File: config.mk
export PLATFORM = sky130hd
export DESIGN_NAME = fetch_stage
export DESIGN_NICKNAME = d
export VERILOG_FILES = /design/src/rtl/fetch_stage.sv
export SDC_FILE = /design/constraint.sdc
export NUM_CORES = 1
export LEC_CHECK = 0
export CORE_UTILIZATION = 56
export DETAILED_ROUTE_END_ITERATION = 10
export MAX_ROUTING_LAYER = met4
export PLACE_DENSITY_LB_ADDON = 0.05
export SYNTH_ARGS = -nofsm -noshare
export SYNTH_HDL_FRONTEND = slang
export SYNTH_SLANG_ARGS = --single-unit
File: constraint.sdc
create_clock -name clock -period 22.2 [get_ports clock]
set_input_delay 5.55 -clock clock [delete_from_list [all_inputs] [get_ports clock]]
set_output_delay 5.55 -clock clock [all_outputs]
set_load 0.05 [all_outputs]
File: src/rtl/fetch_stage.sv
// Instruction fetch stage: drives the instruction-memory address, tracks the
// single outstanding request, and buffers returned words in a small FIFO that
// feeds decode through a valid/ready handshake. Redirects flush everything.

// One fetch-buffer slot holding {insn, pc}; data only, so no reset is needed.
module fetch_buf_entry (
    input  logic        clock,
    input  logic        wr_en,
    input  logic [31:0] insn_d,
    input  logic [31:0] pc_d,
    output logic [31:0] insn_q,
    output logic [31:0] pc_q
);

    // Capture the returned word and its PC when this slot is the tail
    always_ff @(posedge clock) begin
        if (wr_en) begin
            insn_q <= insn_d;
            pc_q   <= pc_d;
        end
    end

endmodule

module fetch_stage #(
    parameter int FIFO_DEPTH = 2   // pointer arithmetic below assumes exactly 2
) (
    input  logic        clock,
    input  logic        reset,
    output logic [11:0] address_imem,
    input  logic [31:0] q_imem,
    input  logic        redirect_valid,
    input  logic [31:0] redirect_pc,
    output logic        fd_valid,
    input  logic        fd_ready,
    output logic [31:0] fd_insn,
    output logic [31:0] fd_pc,
    output logic [31:0] fd_pc_plus_1
);

    localparam int PTR_W = 1;

    logic [31:0]                 pc;
    logic [31:0]                 req_pc;
    logic                        inflight;
    logic [PTR_W-1:0]            head;
    logic [PTR_W-1:0]            tail;
    logic [1:0]                  count;

    logic                        pop;
    logic                        push;
    logic                        issue;
    logic [2:0]                  credit;

    logic [FIFO_DEPTH-1:0][31:0] ent_insn;
    logic [FIFO_DEPTH-1:0][31:0] ent_pc;

    // Handshake and credit accounting. An issue is only allowed when the
    // buffer can absorb every word already owed to it plus the new one, so a
    // returning word always finds a free slot.
    assign fd_valid = (count != 2'd0);
    assign pop      = fd_valid && fd_ready;
    assign push     = inflight && !redirect_valid;
    assign credit   = {1'b0, count} - {2'b00, pop} + {2'b00, inflight};
    assign issue    = !redirect_valid && (credit < 3'd2);

    // Memory address follows pc every cycle; data for non-issued cycles is
    // simply never captured because inflight stays low.
    assign address_imem = pc[11:0];

    // Fetch pointer and in-flight tracking; redirect drops the pending word
    always_ff @(posedge clock) begin
        if (reset) begin
            pc       <= 32'd0;
            inflight <= 1'b0;
            req_pc   <= 32'd0;
        end else if (redirect_valid) begin
            pc       <= redirect_pc;
            inflight <= 1'b0;
        end else if (issue) begin
            pc       <= pc + 32'd1;
            inflight <= 1'b1;
            req_pc   <= pc;
        end else begin
            inflight <= 1'b0;
        end
    end

    // FIFO pointers and occupancy; a flush wins over any push or pop
    always_ff @(posedge clock) begin
        if (reset || redirect_valid) begin
            head  <= '0;
            tail  <= '0;
            count <= 2'd0;
        end else begin
            if (push) tail <= tail + 1'b1;
            if (pop)  head <= head + 1'b1;
            case ({push, pop})
                2'b10:   count <= count + 2'd1;
                2'b01:   count <= count - 2'd1;
                default: count <= count;
            endcase
        end
    end

    // Buffer slots; write enable decoded from the tail pointer
    for (genvar i = 0; i < FIFO_DEPTH; i++) begin : g_ent
        localparam logic [PTR_W-1:0] IDX = PTR_W'(i);
        fetch_buf_entry u_ent (
            .clock  (clock),
            .wr_en  (push && !reset && (tail == IDX)),
            .insn_d (q_imem),
            .pc_d   (req_pc),
            .insn_q (ent_insn[i]),
            .pc_q   (ent_pc[i])
        );
    end

    // Head entry drives decode; all outputs come from registers, not q_imem
    assign fd_insn      = ent_insn[head];
    assign fd_pc        = ent_pc[head];
    assign fd_pc_plus_1 = ent_pc[head] + 32'd1;

endmodule

==> results of run 1 <==
[routing by layer]
layer	GRT usage	vias up	share of wire
met3	0.04424	23	0.066
met5	-	-	0
met4	0.08304	0	0.017
met2	0.3795	255	0.47
li1	-	3067	-
met1	0.3329	2947	0.45
[kinds of logic after synthesis]
family          share of synthesized area
mux                               0.07771
buf+inv                           0.03512
simple gates                       0.1633
xor+xnor                          0.05839
flops                              0.5890
compound gates                    0.06855
fa+ha+maj                        0.007899
[sequential cells by signal, summed over array words and instances (netlist names)]
register / flops
count: 2
g_ent.u_ent.insn_q: 64
g_ent.u_ent.pc_q: 64
head: 1
inflight: 1
pc: 32
req_pc: 32
tail: 1
[cells in the mapped netlist (all sizes together) (4+ instances only)]
| library cell | instances |
|---|---|
| a211oi | 17 |
| a21oi | 46 |
| and2 | 5 |
| and3 | 7 |
| and4 | 6 |
| buf | 24 |
| clkbuf | 26 |
| dfxtp | 69 |
| edfxtp | 128 |
| ha | 4 |
| inv | 15 |
| mux2 | 55 |
| mux2i | 7 |
| nand2 | 120 |
| nand3 | 26 |
| nand3b | 4 |
| nand4 | 24 |
| nand4b | 6 |
| nor2 | 33 |
| nor3 | 16 |
| nor4 | 14 |
| o21ai | 12 |
| xnor2 | 41 |
| xor2 | 16 |
[final timing paths]
kind / slack (ns) / startpoint / depth (start not counted) / endpoint
setup / recovery: 12.15 / head$_SDFFE_PP0P_ / 10 / fd_pc_plus_1[30]
hold / removal: 0.45 / req_pc[12]$_SDFFE_PP0P_ / 0 / g_ent[0].u_ent.pc_q[12]$_DFFE_PP_
setup reg to reg: 18.32 / count[1]$_SDFFE_PP0P_ / 10 / pc[31]$_SDFFE_PP0P_
hold reg to reg: 0.45 / req_pc[12]$_SDFFE_PP0P_ / 0 / g_ent[0].u_ent.pc_q[12]$_DFFE_PP_
[cell type report]
class,count,area [um^2]
Timing Repair Buffer,181,1794
Inverter,16,60.06
Fill cell,1083,4046
Clock inverter,10,90.09
Clock buffer,22,474.2
Multi-Input combinational cell,498,3357
Tap cell,211,264.0
Sequential cell,197,5229
[stage by stage]
step	setup WS (ns)	cell area, um^2	hold WS [ns]	std cells
4_1_cts	12.17	11270	0.4580	1135
3_5_place_dp	12.64	10700	0.4425	1103
3_3_place_gp	12.74	10700	0.4340	1103
2_1_floorplan	9.652	8871	0.4254	761
5_1_grt	11.88	11270	0.4801	1135
6_report	12.15	11270	0.4532	1135
[power by group through the flow]
stage / sequential (mW) / combinational, mW / clock [mW]
2_1_floorplan: 0.414 / 0.0521 / 0
3_3_place_gp: 0.417 / 0.0783 / 0
3_5_place_dp: 0.417 / 0.0801 / 0
4_1_cts: 0.409 / 0.0805 / 0.294
5_1_grt: 0.411 / 0.0857 / 0.309
6_report: 0.410 / 0.0803 / 0.288
[critical path: stages (launching register included)]
cell	delay, ns
sky130_fd_sc_hd__dfxtp_4	0.60
sky130_fd_sc_hd__buf_4	0.67
sky130_fd_sc_hd__mux2i_1	0.21
sky130_fd_sc_hd__inv_1	0.12
sky130_fd_sc_hd__ha_1	0.25
sky130_fd_sc_hd__nand4_1	0.13
sky130_fd_sc_hd__a221oi_1	0.55
sky130_fd_sc_hd__nand4_1	0.25
sky130_fd_sc_hd__nor3_1	0.26
sky130_fd_sc_hd__xor2_1	0.17
sky130_fd_sc_hd__clkdlybuf4s50_1	0.84
==> flow_metrics.py, run 1 <==
metrics = {
    "sta": {
        "worst_clock_skew_ns": 0.008652,
        "grt_setup_unrepaired": "false",
        "post_layout_minimum_cycle_time_ns": 10.05,
        "timing_hold_violations_final": 0,
        "worstMarginPinSlew_ns": 1.093,
        "finalCritPeriodShare": 0.4527,
        "setup_viol": 0,
        "fmax_mhz": 99.50,
        "setup_tns_ns": 0,
        "final-max-slew-violation-count": 0,
        "slew_headroom": 0.2690,
    },
    "die": {
        "io_pins": 177,
        "floorplan.rows": 45,
        "dieHeight_um": 127.9,
        "die-width_um": 127.9,
        "initial_utilization": 0.5792,
        "dieArea_um2": 16350,
        "placeableCoreArea_um2": 15310,
    },
    "pwr": {
        "net-switching-power_mw": 0.1906,
        "internal_power_mw": 0.5876,
        "seq_power_share": 0.526,
        "power_per_cell_area_nw_per_um2": 69.06,
        "combinationalPowerShare": 0.103,
        "max-vdd-ir-drop_v": 0.00007224,
        "power.static_leakage_nw": 3.689,
        "share_clk_of_total_power": 0.370,
        "p_total_mw": 0.7782,
        "swShare": 0.2449,
    },
    "synthesis": {
        "synth_top_flop_cell": "sky130_fd_sc_hd__edfxtp_1",
        "ys_seq_area_frac": 0.5890,
        "synth-edff-count": 128,
        "synth.avg_cell_area_um2": 11.66,
        "syn_area_um2": 8871,
        "postSynthRegisterBits": 197,
        "synth.lib_cells_used.distinct": 55,
        "yosys.area.top_type_share": 0.4333,
        "synthTopCellsByArea": "sky130_fd_sc_hd__edfxtp_1, sky130_fd_sc_hd__dfxtp_1, sky130_fd_sc_hd__mux2_2",
        "yosysTopAreaCell": "sky130_fd_sc_hd__edfxtp_1",
        "synthesis.instances": 761,
        "synth-warning-count": 0,
        "synth_fp_nets": 834,
        "ys_async_rst_share": 0,
    },
    "grt": {
        "grt_util_all_layers": 0.2469,
        "antenna_violations_before_repair": 0,
        "grt.overflow.total": 0,
        "via_count_of_the_first_global_routing_pass": 6023,
        "grt_pass1_wl_um": 30520,
        "grt_max_degree": 72,
    },
    "place": {
        "dp_hpwl_um": 13240,
        "routabilityCongestion": 0.8955,
        "place.port_buffers": 176,
    },
    "worst_setup_path": {
        "critical_path_peak_fanout": 71,
        "startpoint_kind_of_the_worst_setup_timing_path": "flop",
        "critical_path_arrival_ns": 4.50,
        "cp_data_required_time_ns": 16.65,
        "timing.critical_path.to_type": "output pin",
        "timing.setup.critical_path_class": "flop to output pin",
    },
    "clocking": {
        "cts_tree": "yes",
        "clock_insertion_delay_worst_skew_ns": 0.43,
        "cts_root_buffer": "sky130_fd_sc_hd__clkbuf_16",
        "cts_resized": 0,
        "cts.reportedPaths.clkPinSlew_ns": 0.07,
        "post_cts_buffers": 0,
        "clkSinkCount": 197,
        "cts.path.max_buffers": 2,
        "total_clock_buffers_created_by_cts": 17,
        "htreeDepth": 4,
        "ctsHoldBuffers": 0,
    },
    "finish": {
        "share_of_post_route_cells_with_drive_strength_above_1": 0.1245,
        "final_common_cell": "sky130_fd_sc_hd__clkdlybuf4s50_1",
        "final_core_utilization": 0.7358,
        "antenna_cells": 0,
        "area_delta_synth_final_pct": 27.02,
        "finish.net_count": 984,
        "commonest_cells_after_routing_fill_and_taps_aside": "sky130_fd_sc_hd__clkdlybuf4s50_1, sky130_fd_sc_hd__edfxtp_1, sky130_fd_sc_hd__nand2_1",
    },
    "route": {
        "first_iter_violations": 428,
        "detail_route.vias_per_cell": 5.544,
        "routed_wire_length_per_instance_um": 16.72,
        "drt_drc_violations_left": 0,
        "drt_first_pass_iters": 6,
        "number_of_vias_in_the_routed_layout": 6292,
        "routed_wl_um": 18980,
        "detail-route-antenna-nets": 0,
    },
    "hold_path": {
        "min_path_type": "flop to flop",
    },
    "flow_run": {
        "max_cap_violations": 0,
    },
    "outcome": {
        "status": "complete, no violations",
    },
}
Note: power is estimated with default switching activity, not from simulation.
==> run 2: changes to the inputs <==
--- a/config.mk
+++ b/config.mk
@@ -5,7 +5,7 @@
 export SDC_FILE = /design/constraint.sdc
 export NUM_CORES = 1
 export LEC_CHECK = 0
-export CORE_UTILIZATION = 56
+export CORE_UTILIZATION = 52
 export DETAILED_ROUTE_END_ITERATION = 10
 export MAX_ROUTING_LAYER = met4
 export PLACE_DENSITY_LB_ADDON = 0.05
==> constraint.sdc (replaced) <==
create_clock -name clock -period 9.5 [get_ports clock]
set_input_delay 2.375 -clock clock [delete_from_list [all_inputs] [get_ports clock]]
set_output_delay 2.375 -clock clock [all_outputs]
set_load 0.05 [all_outputs]
==> run 2 against run 1 <==
Net effect:
- sequential cell count did not move
- hold slack improved by 0.0058 ns
- final area is essentially flat
- highest routed layer unchanged
- combinational power increased by 130%
- worst setup slack got worse by 9.5 ns
- sequential share of layout area about the same
- die area rose by 7.6%
- register-to-register slack lost 13 ns
- power increased by 130%
- cell count rose by 0.88%
==> flow_metrics.py, run 2 (synthesized netlist as in run 1, its figures left out) <==
metrics = {
    "outcome": {
        "status": "complete, no violations",
    },
    "sta": {
        "timing_hold_violations_final": 0,
        "fmax_mhz": 146.2,
        "worst_clock_skew_ns": 0.008286,
        "setup_tns_ns": 0,
        "slew_headroom": 0.2735,
        "post_layout_minimum_cycle_time_ns": 6.841,
        "finalCritPeriodShare": 0.7201,
        "grt_setup_unrepaired": "false",
        "final-max-slew-violation-count": 0,
        "smallest_hold_slack_ns": 0.4591,
        "worstMarginPinSlew_ns": 1.089,
        "setup_viol": 0,
    },
    "hold_path": {
        "min_path_type": "flop to flop",
    },
    "route": {
        "detail_route.vias_per_cell": 5.384,
        "drt_first_pass_iters": 5,
        "routed_wl_um": 18800,
        "number_of_vias_in_the_routed_layout": 6165,
        "detail-route-antenna-nets": 0,
        "drt_drc_violations_left": 0,
        "first_iter_violations": 338,
        "routed_wire_length_per_instance_um": 16.42,
    },
    "finish": {
        "final_design_area_no_fill_um2": 11270,
        "commonest_cells_after_routing_fill_and_taps_aside": "sky130_fd_sc_hd__clkdlybuf4s50_1, sky130_fd_sc_hd__edfxtp_1, sky130_fd_sc_hd__nand2_1",
        "finish.net_count": 985,
        "antenna_cells": 0,
        "biggestRegsByFlops": "g_ent.u_ent.insn_q x64, g_ent.u_ent.pc_q x64",
        "share_of_post_route_cells_with_drive_strength_above_1": 0.1232,
        "final_core_utilization": 0.6772,
        "final_common_cell": "sky130_fd_sc_hd__clkdlybuf4s50_1",
        "fill_cells": 1242,
        "area.sequential_um2": 5229,
        "area_delta_synth_final_pct": 27.04,
        "multi_input_comb_area_um2": 3357,
    },
    "place": {
        "dp_hpwl_um": 13340,
        "dpl_cell_area_um2": 10720,
        "place.port_buffers": 176,
        "routabilityCongestion": 0.9012,
    },
    "flow_run": {
        "max_cap_violations": 0,
    },
    "worst_setup_path": {
        "startpoint_kind_of_the_worst_setup_timing_path": "flop",
        "cpMaxStageDelayCell": "sky130_fd_sc_hd__clkdlybuf4s50_1",
        "cell_repeated_most_along_the_worst_path": "sky130_fd_sc_hd__nand4_1",
        "critical_path_arrival_ns": 4.47,
        "cp_data_required_time_ns": 7.13,
        "critical_path_peak_fanout": 68,
        "timing.setup.critical_path_class": "flop to output pin",
        "worst_path_largest_cell_delay_ns": 0.82,
        "timing.critical_path.to_type": "output pin",
        "path_cells": "buf_4, mux2i_1, inv_1, ha_1, nand4_1, a221oi_1, nand4_1, nor3_1, xor2_1, clkdlybuf4s50_1",
    },
    "clocking": {
        "total_clock_buffers_created_by_cts": 17,
        "clkSinkCount": 197,
        "cts.path.max_buffers": 2,
        "cts_tree": "yes",
        "cts_root_buffer": "sky130_fd_sc_hd__clkbuf_16",
        "cts.reportedPaths.clkPinSlew_ns": 0.07,
        "post_cts_buffers": 0,
        "htreeDepth": 4,
        "ctsHoldBuffers": 0,
        "cts_resized": 0,
        "clock_insertion_delay_worst_skew_ns": 0.42,
    },
    "grt": {
        "antenna_violations_before_repair": 0,
        "grt.overflow.total": 0,
        "grt_util_all_layers": 0.2249,
        "grt_pass1_wl_um": 30420,
        "grt_max_degree": 69,
        "via_count_of_the_first_global_routing_pass": 6046,
    },
    "die": {
        "dieArea_um2": 17590,
        "placeableCoreArea_um2": 16640,
        "floorplan.rows": 47,
        "dieHeight_um": 132.6,
        "initial_utilization": 0.5330,
        "io_pins": 177,
        "die-width_um": 132.6,
    },
    "pwr": {
        "p_total_mw": 1.805,
        "max-vdd-ir-drop_v": 0.0001289,
        "power_per_cell_area_nw_per_um2": 160.2,
        "power.static_leakage_nw": 3.683,
    },
}
## run 2: metrics by stage
| stage | std cells | setup WS, ns |
|---|---|---|
| 5_1_grt | 1145 | 2.376 |
| 3_3_place_gp | 1113 | 3.161 |
| 2_1_floorplan | 761 | 0.1273 |
| 6_report | 1145 | 2.659 |
| 3_5_place_dp | 1113 | 3.077 |
| 4_1_cts | 1145 | 2.592 |
## run 2: per-layer routing
layer  GRT usage  part of all wire
met1      0.2984              0.46
met2      0.3491              0.47
met3     0.04100             0.045
met4     0.07599             0.021
met5           -                 0
## run 2: report_power, final
part           leakage, nW  internal [mW]  switching (mW)
Sequential            1.68          0.933          0.0237
Combinational         1.75         0.0766           0.110
Clock                0.261          0.349           0.313
## run 2: worst paths after layout
path                                        startpoint                                to  slack, ns  cells past startpoint
worst max-delay path                 head$_SDFFE_PP0P_                  fd_pc_plus_1[28]       2.66                     10
worst min-delay path            req_pc[0]$_SDFFE_PP0P_  g_ent[0].u_ent.pc_q[0]$_DFFE_PP_       0.46                      0
worst max register to register   count[1]$_SDFFE_PP0P_               pc[31]$_SDFFE_PP0P_       5.64                     10
worst min register to register  req_pc[0]$_SDFFE_PP0P_  g_ent[0].u_ent.pc_q[0]$_DFFE_PP_       0.46                      0
## run 2: area by class of cell
class / instances / area share
inverters: 16 / 0.005329
clock buffers: 21 / 0.03997
clock inverters: 11 / 0.008549
multi-input cells: 498 / 0.2979
flip-flops and latches: 197 / 0.4640
well taps: 220 / 0.02443
repair buffers: 182 / 0.1599
## run 2: worst max-delay path: cells and delay by family, from the launching register on
family	cells	cell delay, ns
adders and majority gates	1	0.23
AOI/OAI and AO/OA	1	0.49
DFF	1	0.64
muxes	1	0.19
buffers and inverters	3	1.58
and+or+nand+nor	3	0.68
xor gates and xnor gates	1	0.18
